**config.mk**
```make
export PLATFORM = sky130hd
export DESIGN_NAME = uart_tx_arbiter_flat
export DESIGN_NICKNAME = d
export VERILOG_FILES = /design/src/rtl/uart_pkg.sv /design/src/rtl/uart_tx_arbiter_if.sv /design/src/rtl/uart_rr_pick.sv /design/src/rtl/uart_tx_arbiter.sv /design/src/flat_wrapper.sv
export SDC_FILE = /design/constraint.sdc
export NUM_CORES = 1
export LEC_CHECK = 0
export CAP_MARGIN = 20
export CELL_PAD_IN_SITES_DETAIL_PLACEMENT = 0
export CELL_PAD_IN_SITES_GLOBAL_PLACEMENT = 2
export CORE_ASPECT_RATIO = 1.2
export CORE_MARGIN = 2
export CORE_UTILIZATION = 23
export DETAILED_ROUTE_END_ITERATION = 8
export PLACE_DENSITY = 0.84
export SETUP_SLACK_MARGIN = 0.05
export SYNTH_ARGS = -nofsm -noshare
export SYNTH_HDL_FRONTEND = slang
export SYNTH_SLANG_ARGS = --single-unit
export TNS_END_PERCENT = 50
```
**constraint.sdc**
```tcl
create_clock -name UCLK -period 2.1 [get_ports UCLK]
set_input_delay 0.315 -clock UCLK [delete_from_list [all_inputs] [get_ports UCLK]]
set_output_delay 0.315 -clock UCLK [all_outputs]
set_load 0.005 [all_outputs]
```
**src/rtl/uart_pkg.sv**
```systemverilog
// Shared UART-side definitions: arbiter state encoding, default byte width
// and width helpers used to size indices and counters.
package uart_pkg;

  localparam int unsigned UART_DATA_WIDTH = 8;

  typedef enum logic {
    IDLE = 1'b0,
    XFER = 1'b1
  } arb_state_e;

  // Bits needed to index n items (at least 1).
  function automatic int unsigned idx_width(input int unsigned n);
    return (n > 1) ? $clog2(n) : 1;
  endfunction

  // Bits needed to hold 0..max_val inclusive (at least 1).
  function automatic int unsigned cnt_width(input int unsigned max_val);
    return (max_val > 0) ? $clog2(max_val + 1) : 1;
  endfunction

endpackage

```
**src/rtl/uart_tx_arbiter_if.sv**
```systemverilog
// Client lanes plus TX FIFO write port of the UART transmit arbiter.
// slave: the arbiter's view; master: the clients/FIFO side.
interface uart_tx_arbiter_if
  import uart_pkg::*;
#(
  parameter int unsigned NUM_REQ    = 4,
  parameter int unsigned DATA_WIDTH = UART_DATA_WIDTH,
  parameter int unsigned ID_BITS    = idx_width(NUM_REQ)
);

  logic [NUM_REQ-1:0]            req_valid;
  logic [NUM_REQ-1:0]            req_last;
  logic [NUM_REQ*DATA_WIDTH-1:0] req_data;
  logic [NUM_REQ-1:0]            req_ready;
  logic [DATA_WIDTH-1:0]         W_data;
  logic                          wr_uart;
  logic                          tx_full;
  logic                          busy;
  logic [ID_BITS-1:0]            grant_id;
  logic                          stall_abort;

  modport slave (
    input  req_valid, req_last, req_data, tx_full,
    output req_ready, W_data, wr_uart, busy, grant_id, stall_abort
  );

  modport master (
    output req_valid, req_last, req_data, tx_full,
    input  req_ready, W_data, wr_uart, busy, grant_id, stall_abort
  );

endinterface

```
**src/rtl/uart_rr_pick.sv**
```systemverilog
// Combinational round-robin picker: first set request at or above rr_ptr,
// wrapping past the top index.
module uart_rr_pick
  import uart_pkg::*;
#(
  parameter int unsigned NUM_REQ = 4,
  parameter int unsigned ID_BITS = idx_width(NUM_REQ)
) (
  input  logic [NUM_REQ-1:0] req,
  input  logic [ID_BITS-1:0] rr_ptr,
  output logic               any_req,
  output logic [ID_BITS-1:0] pick_idx
);

  int unsigned idx;
  logic        found;

  always_comb begin
    any_req  = |req;
    pick_idx = rr_ptr;
    found    = 1'b0;
    idx      = 0;
    for (int unsigned k = 0; k < NUM_REQ; k++) begin
      idx = 32'(rr_ptr) + k;
      if (idx >= NUM_REQ) idx = idx - NUM_REQ;
      if (!found && req[idx[ID_BITS-1:0]]) begin
        found    = 1'b1;
        pick_idx = idx[ID_BITS-1:0];
      end
    end
  end

endmodule

```
**src/rtl/uart_tx_arbiter.sv**
```systemverilog
// Message-granular round-robin arbiter sharing the UART TX FIFO write port
// among NUM_REQ byte-stream clients, with a stall watchdog.
module uart_tx_arbiter
  import uart_pkg::*;
#(
  parameter int unsigned NUM_REQ     = 4,
  parameter int unsigned DATA_WIDTH  = UART_DATA_WIDTH,
  parameter int unsigned STALL_LIMIT = 255,
  parameter int unsigned ID_BITS     = idx_width(NUM_REQ)
) (
  input logic               UCLK,
  input logic               reset,
  uart_tx_arbiter_if.slave  bus
);

  localparam int unsigned CNT_W = cnt_width(STALL_LIMIT);

  arb_state_e         state_q, state_d;
  logic [ID_BITS-1:0] rr_ptr_q, rr_ptr_d;
  logic [ID_BITS-1:0] grant_q, grant_d;
  logic [CNT_W-1:0]   stall_cnt_q, stall_cnt_d;
  logic               busy_q, busy_d;
  logic               abort_q, abort_d;

  logic                  any_req;
  logic [ID_BITS-1:0]    pick_idx;
  logic [DATA_WIDTH-1:0] lane [NUM_REQ];
  logic                  sel_valid;
  logic                  sel_last;
  logic [DATA_WIDTH-1:0] sel_data;
  logic                  xfer;
  logic [ID_BITS-1:0]    next_ptr;

  uart_rr_pick #(
    .NUM_REQ (NUM_REQ),
    .ID_BITS (ID_BITS)
  ) u_pick (
    .req      (bus.req_valid),
    .rr_ptr   (rr_ptr_q),
    .any_req  (any_req),
    .pick_idx (pick_idx)
  );

  for (genvar gi = 0; gi < NUM_REQ; gi++) begin : g_lane
    assign lane[gi] = bus.req_data[gi*DATA_WIDTH +: DATA_WIDTH];
  end

  // Datapath toward the FIFO stays combinational so a held byte moves the
  // same cycle tx_full drops.
  always_comb begin
    sel_valid     = bus.req_valid[grant_q];
    sel_last      = bus.req_last[grant_q];
    sel_data      = lane[grant_q];
    xfer          = (state_q == XFER) && sel_valid && !bus.tx_full;
    bus.req_ready = '0;
    bus.W_data    = '0;
    if (state_q == XFER) begin
      bus.req_ready[grant_q] = !bus.tx_full;
      bus.W_data             = sel_data;
    end
    bus.wr_uart     = xfer;
    bus.busy        = busy_q;
    bus.grant_id    = grant_q;
    bus.stall_abort = abort_q;
  end

  always_comb begin
    next_ptr    = (grant_q == ID_BITS'(NUM_REQ - 1)) ? '0 : grant_q + 1'b1;
    state_d     = state_q;
    rr_ptr_d    = rr_ptr_q;
    grant_d     = grant_q;
    stall_cnt_d = stall_cnt_q;
    busy_d      = busy_q;
    abort_d     = 1'b0;
    case (state_q)
      IDLE: begin
        if (any_req) begin
          grant_d     = pick_idx;
          state_d     = XFER;
          busy_d      = 1'b1;
          stall_cnt_d = '0;
        end
      end
      XFER: begin
        // A transfer outranks an expired watchdog in the same cycle.
        if (xfer) begin
          stall_cnt_d = '0;
          if (sel_last) begin
            state_d  = IDLE;
            busy_d   = 1'b0;
            rr_ptr_d = next_ptr;
          end
        end else if (stall_cnt_q >= CNT_W'(STALL_LIMIT)) begin
          state_d  = IDLE;
          busy_d   = 1'b0;
          rr_ptr_d = next_ptr;
          abort_d  = 1'b1;
        end else if (sel_valid) begin
          stall_cnt_d = '0;
        end else begin
          stall_cnt_d = stall_cnt_q + 1'b1;
        end
      end
      default: state_d = IDLE;
    endcase
  end

  always_ff @(posedge UCLK or posedge reset) begin
    if (reset) begin
      state_q     <= IDLE;
      rr_ptr_q    <= '0;
      grant_q     <= '0;
      stall_cnt_q <= '0;
      busy_q      <= 1'b0;
      abort_q     <= 1'b0;
    end else begin
      state_q     <= state_d;
      rr_ptr_q    <= rr_ptr_d;
      grant_q     <= grant_d;
      stall_cnt_q <= stall_cnt_d;
      busy_q      <= busy_d;
      abort_q     <= abort_d;
    end
  end

endmodule

```
**src/flat_wrapper.sv**
```systemverilog
// flat-port wrapper written by rule: the top's interface ports become plain ports
module uart_tx_arbiter_flat import uart_pkg::*;
#(
  parameter int unsigned NUM_REQ     = 4,
  parameter int unsigned DATA_WIDTH  = UART_DATA_WIDTH,
  parameter int unsigned STALL_LIMIT = 255,
  parameter int unsigned ID_BITS     = idx_width(NUM_REQ)
)
  (UCLK, reset, bus_req_valid, bus_req_last, bus_req_data, bus_tx_full, bus_req_ready, bus_W_data, bus_wr_uart, bus_busy, bus_grant_id, bus_stall_abort);
  uart_tx_arbiter_if #(.NUM_REQ(NUM_REQ), .DATA_WIDTH(DATA_WIDTH), .ID_BITS(ID_BITS)) bus_i ();
  input logic UCLK;
  input logic reset;
  input wire logic [$bits(bus_i.req_valid)-1:0] bus_req_valid;
  input wire logic [$bits(bus_i.req_last)-1:0] bus_req_last;
  input wire logic [$bits(bus_i.req_data)-1:0] bus_req_data;
  input wire logic [$bits(bus_i.tx_full)-1:0] bus_tx_full;
  output wire logic [$bits(bus_i.req_ready)-1:0] bus_req_ready;
  output wire logic [$bits(bus_i.W_data)-1:0] bus_W_data;
  output wire logic [$bits(bus_i.wr_uart)-1:0] bus_wr_uart;
  output wire logic [$bits(bus_i.busy)-1:0] bus_busy;
  output wire logic [$bits(bus_i.grant_id)-1:0] bus_grant_id;
  output wire logic [$bits(bus_i.stall_abort)-1:0] bus_stall_abort;
  assign bus_i.req_valid = bus_req_valid;
  assign bus_i.req_last = bus_req_last;
  assign bus_i.req_data = bus_req_data;
  assign bus_i.tx_full = bus_tx_full;
  assign bus_req_ready = bus_i.req_ready;
  assign bus_W_data = bus_i.W_data;
  assign bus_wr_uart = bus_i.wr_uart;
  assign bus_busy = bus_i.busy;
  assign bus_grant_id = bus_i.grant_id;
  assign bus_stall_abort = bus_i.stall_abort;
  uart_tx_arbiter #(.NUM_REQ(NUM_REQ), .DATA_WIDTH(DATA_WIDTH), .STALL_LIMIT(STALL_LIMIT), .ID_BITS(ID_BITS)) u_core (.UCLK(UCLK), .reset(reset), .bus(bus_i));
endmodule
```
==> impl_metrics.py <==
metrics = {
    "run_status": {
        "status": "finished clean",
    },
    "worst_setup_path": {
        "crit_type": "flop to output pin",
        "cp.arrival_ns": 1.73,
        "cp.required_ns": 1.78,
        "crit_path_end_kind": "output pin",
        "timing.rr.start": "u_core.bus.grant_id[0]",
        "critPathLaunchType": "flop",
        "crit_family": "multiplexers",
        "worst_r2r_endpoint": "u_core.rr_ptr_q[1]",
        "cp_slowest_stage_delay_ns": 0.49,
        "rrSetupSlack_ns": 0.13,
        "crit_path_max_fanout": 3,
        "path_cells": "buf_6 -> mux4_2 -> and2_1 -> dlygate4sd2_1",
        "crit_buf_inv": 2,
        "reg2reg_depth": 6,
        "cp_slowest_cell": "mux4_2",
    },
    "clock_tree": {
        "cts_tree": "yes",
        "clock_latency_ns": 0.25,
        "numCtsBuffers": 3,
        "htreeDepth": 1,
        "clock_path_buffers": 2,
        "cts-root-buf": "clkbuf_8",
        "clk_pin_slew_ns": 0.06,
        "clock_sinks": 15,
        "hold_buffers": 0,
    },
    "placed_design": {
        "gp_congestion": 0.911,
        "port_buffers": 59,
        "dp.cells": 244,
        "dp_slack_ns": -0.149,
        "hpwl_um": 2970,
    },
    "logic_synthesis": {
        "ys_top_cells_by_area": "dfrtp_1 31%, mux4_2 19%, and2_1 7.3%",
        "yosysSeqAreaShare": 0.313,
        "synth_top_cell_area_share": 0.313,
        "avgSynthCellArea_um2": 10.7,
        "synth.net_count": 160,
        "yosysWarnings": 0,
        "synth-seq-cells": 15,
        "post_synth_inst_count": 112,
        "synth_area_um2": 1200,
        "yosysUniqueCellTypes": 36,
        "synth_top_cell_by_area": "dfrtp_1",
    },
    "die": {
        "die-area_um2": 5800,
        "die-width_um": 69.9,
        "rows": 28,
        "fp.dieH_um": 83.0,
        "ios": 60,
        "start_util": 0.241,
        "core_um2": 4970,
    },
    "routing": {
        "drc_errors": 0,
        "drt_iter0_markers": 15,
        "wire_per_inst_um": 14.9,
        "wl_met2_um": 1890,
        "vias_per_cell": 4.92,
        "ant_nets": 0,
        "wirelength_um": 3790,
        "met1_length_um": 1550,
        "drt-pass1-iter-count": 4,
        "routed.top_layer": "met4",
        "dr_wl_met3_um": 294,
        "vias": 1249,
    },
    "sta": {
        "fmax_ghz": 0.488,
        "layout_setup_ws_ns": 0.0523,
        "slew_headroom": 0.605,
        "fin_crit_ns": 2.05,
        "skew_ns": 0.00640,
        "rsz0062_at_grt": "true",
        "slew_violations": 0,
        "finalCritPeriodShare": 0.975,
        "setup_viol": 0,
        "hold_violations": 0,
        "worst_slew_pin_slew_ns": 0.591,
    },
    "power": {
        "ir_drop_v": 0.000340,
        "power_density_nw_per_um2": 939,
        "power.total_mw": 1.97,
        "p_leak_nw": 0.938,
    },
    "run": {
        "cap_violations": 0,
    },
    "global_route": {
        "antenna_found_initial": 0,
        "track_usage": 0.126,
        "gr-total-overflow": 0,
        "grt_pass1_wl_um": 5950,
        "grt_pass1_vias": 1280,
        "grt_max_degree": 16,
    },
    "finish": {
        "final_util": 0.421,
        "antennaDiodeCount": 0,
        "fill_cells": 482,
        "drive_gt1_frac": 0.304,
        "areaGrowthSynthToFinish_pct": 74.8,
        "layout.cells.non_filler": 254,
        "multiInputGateArea_um2": 825,
        "nets": 243,
        "final-seq-area_um2": 375,
    },
    "min_path": {
        "hold_path.class": "input pin to asynchronous set/reset pin",
    },
}
## cells in the mapped netlist
library cell	instances
and2_1	14
nand4_1	2
and3_1	5
or3_1	1
or4_1	1
mux4_2	10
clkbuf_1	1
mux2_2	1
nor3_1	4
buf_2	2
a21oi_1	3
a221o_1	1
or2_2	1
o22ai_4	1
a211oi_2	1
o21ai_0	2
a2111oi_0	1
xnor2_1	2
nor3b_1	2
ha_1	5
o22ai_1	1
and2_4	1
inv_1	5
mux2_1	1
nor2b_1	6
dfrtp_1	15
nand2_1	3
o21a_1	1
nor2_1	5
buf_6	1
nand3_1	3
o21ai_1	1
a22o_1	3
o32ai_1	2
a211o_1	3
o31ai_1	1
## stage by stage
stage          TNS (ns)  instance area, µm²  hold WS (ns)
2_1_floorplan         0                1200         0.216
3_3_place_gp     -0.415                1970         0.506
3_5_place_dp     -0.835                1970         0.515
4_1_cts         -0.0450                2040         0.443
5_1_grt        -0.00359                2090         0.488
6_report              0                2090         0.421
## layout by cell type, fill, tap and decap left out, types with 2 or more instances in the layout
master,count
and2_4,4
dfrtp_1,15
dlymetal6s2s_1,2
a21oi_1,3
xnor2_1,2
mux4_2,10
ha_1,5
buf_2,3
clkdlybuf4s50_1,44
nand4_1,2
buf_4,18
nor2_1,4
a22o_1,3
and2_1,11
clkbuf_8,3
dlygate4sd2_1,6
inv_1,4
a211o_1,3
clkbuf_2,4
nand3_1,3
o21ai_0,2
and3_1,4
buf_6,4
nor3_1,3
nor2b_1,6
nand2_1,3
## timing repair
item | in CTS | in global routing
endpoints found under the setup margin | 13 | 17
gates resized for setup | 29 | 18
cloned | 0 | 0
setup buffers | 5 | 1
pin swaps | 5 | 5
## worst max path at each step
stage          depth (start not counted)                   start                     to
3_5_place_dp                           6        bus_req_valid[3]  u_core.stall_cnt_q[2]
5_1_grt                                4  u_core.bus.grant_id[0]          bus_W_data[1]
2_1_floorplan                          4  u_core.bus.grant_id[0]     u_core.rr_ptr_q[1]
6_report                               4  u_core.bus.grant_id[0]          bus_W_data[1]
3_3_place_gp                           4        bus_req_valid[3]            bus_wr_uart
4_1_cts                                5  u_core.bus.grant_id[0]          bus_W_data[7]
## worst register-to-register path, stage by stage, from the launching register on
cell     delay [ns]
dfrtp_1        0.42
buf_6          0.15
buf_6          0.10
mux4_2         0.50
and3_4         0.20
o21ai_2        0.16
mux2_1         0.33
## kinds of logic (layout without fill, tap and decap cells)
logic type	count (synthesis)	after routing	synth area share
AOI/OAI and AO/OA	21	21	0.144
muxes	12	12	0.207
buffers and inverters	9	91	0.0366
adders and majority gates	5	5	0.0522
xor gates and xnor gates	2	2	0.0146
and+or+nand+nor	48	48	0.232
DFF	15	15	0.313
## power breakdown
part           internal [mW]  switching, mW  total [mW]
Clock                  0.132          0.105       0.237
Sequential             0.361         0.0854       0.447
Combinational          0.776          0.507        1.28
Total                   1.27          0.697        1.97
## per-layer routing
metal | vias to the layer above | GRT usage
met2 | 61 | 0.225
li1 | 587 | -
met5 | - | 0
met1 | 596 | 0.149
met3 | 5 | 0.0255
met4 | 0 | 0.0420
## area by class of cell
type,count,share of cell area
tap,60,0.0359
clock inverter,1,0.00239
sequential,15,0.179
clock buffer,3,0.0197
timing repair buffer,82,0.360
inverter,5,0.00897
multi-input combinational,88,0.394
## state kept, by name, indices dropped and copies added, names as in the netlist
signal and count:
u_core.stall_cnt_q 8, u_core.bus.busy 1, u_core.rr_ptr_q 2, u_core.bus.grant_id 2, u_core.bus.stall_abort 1, u_core.state_q 1
No activity file was read; power rests on OpenSTA's default activity.
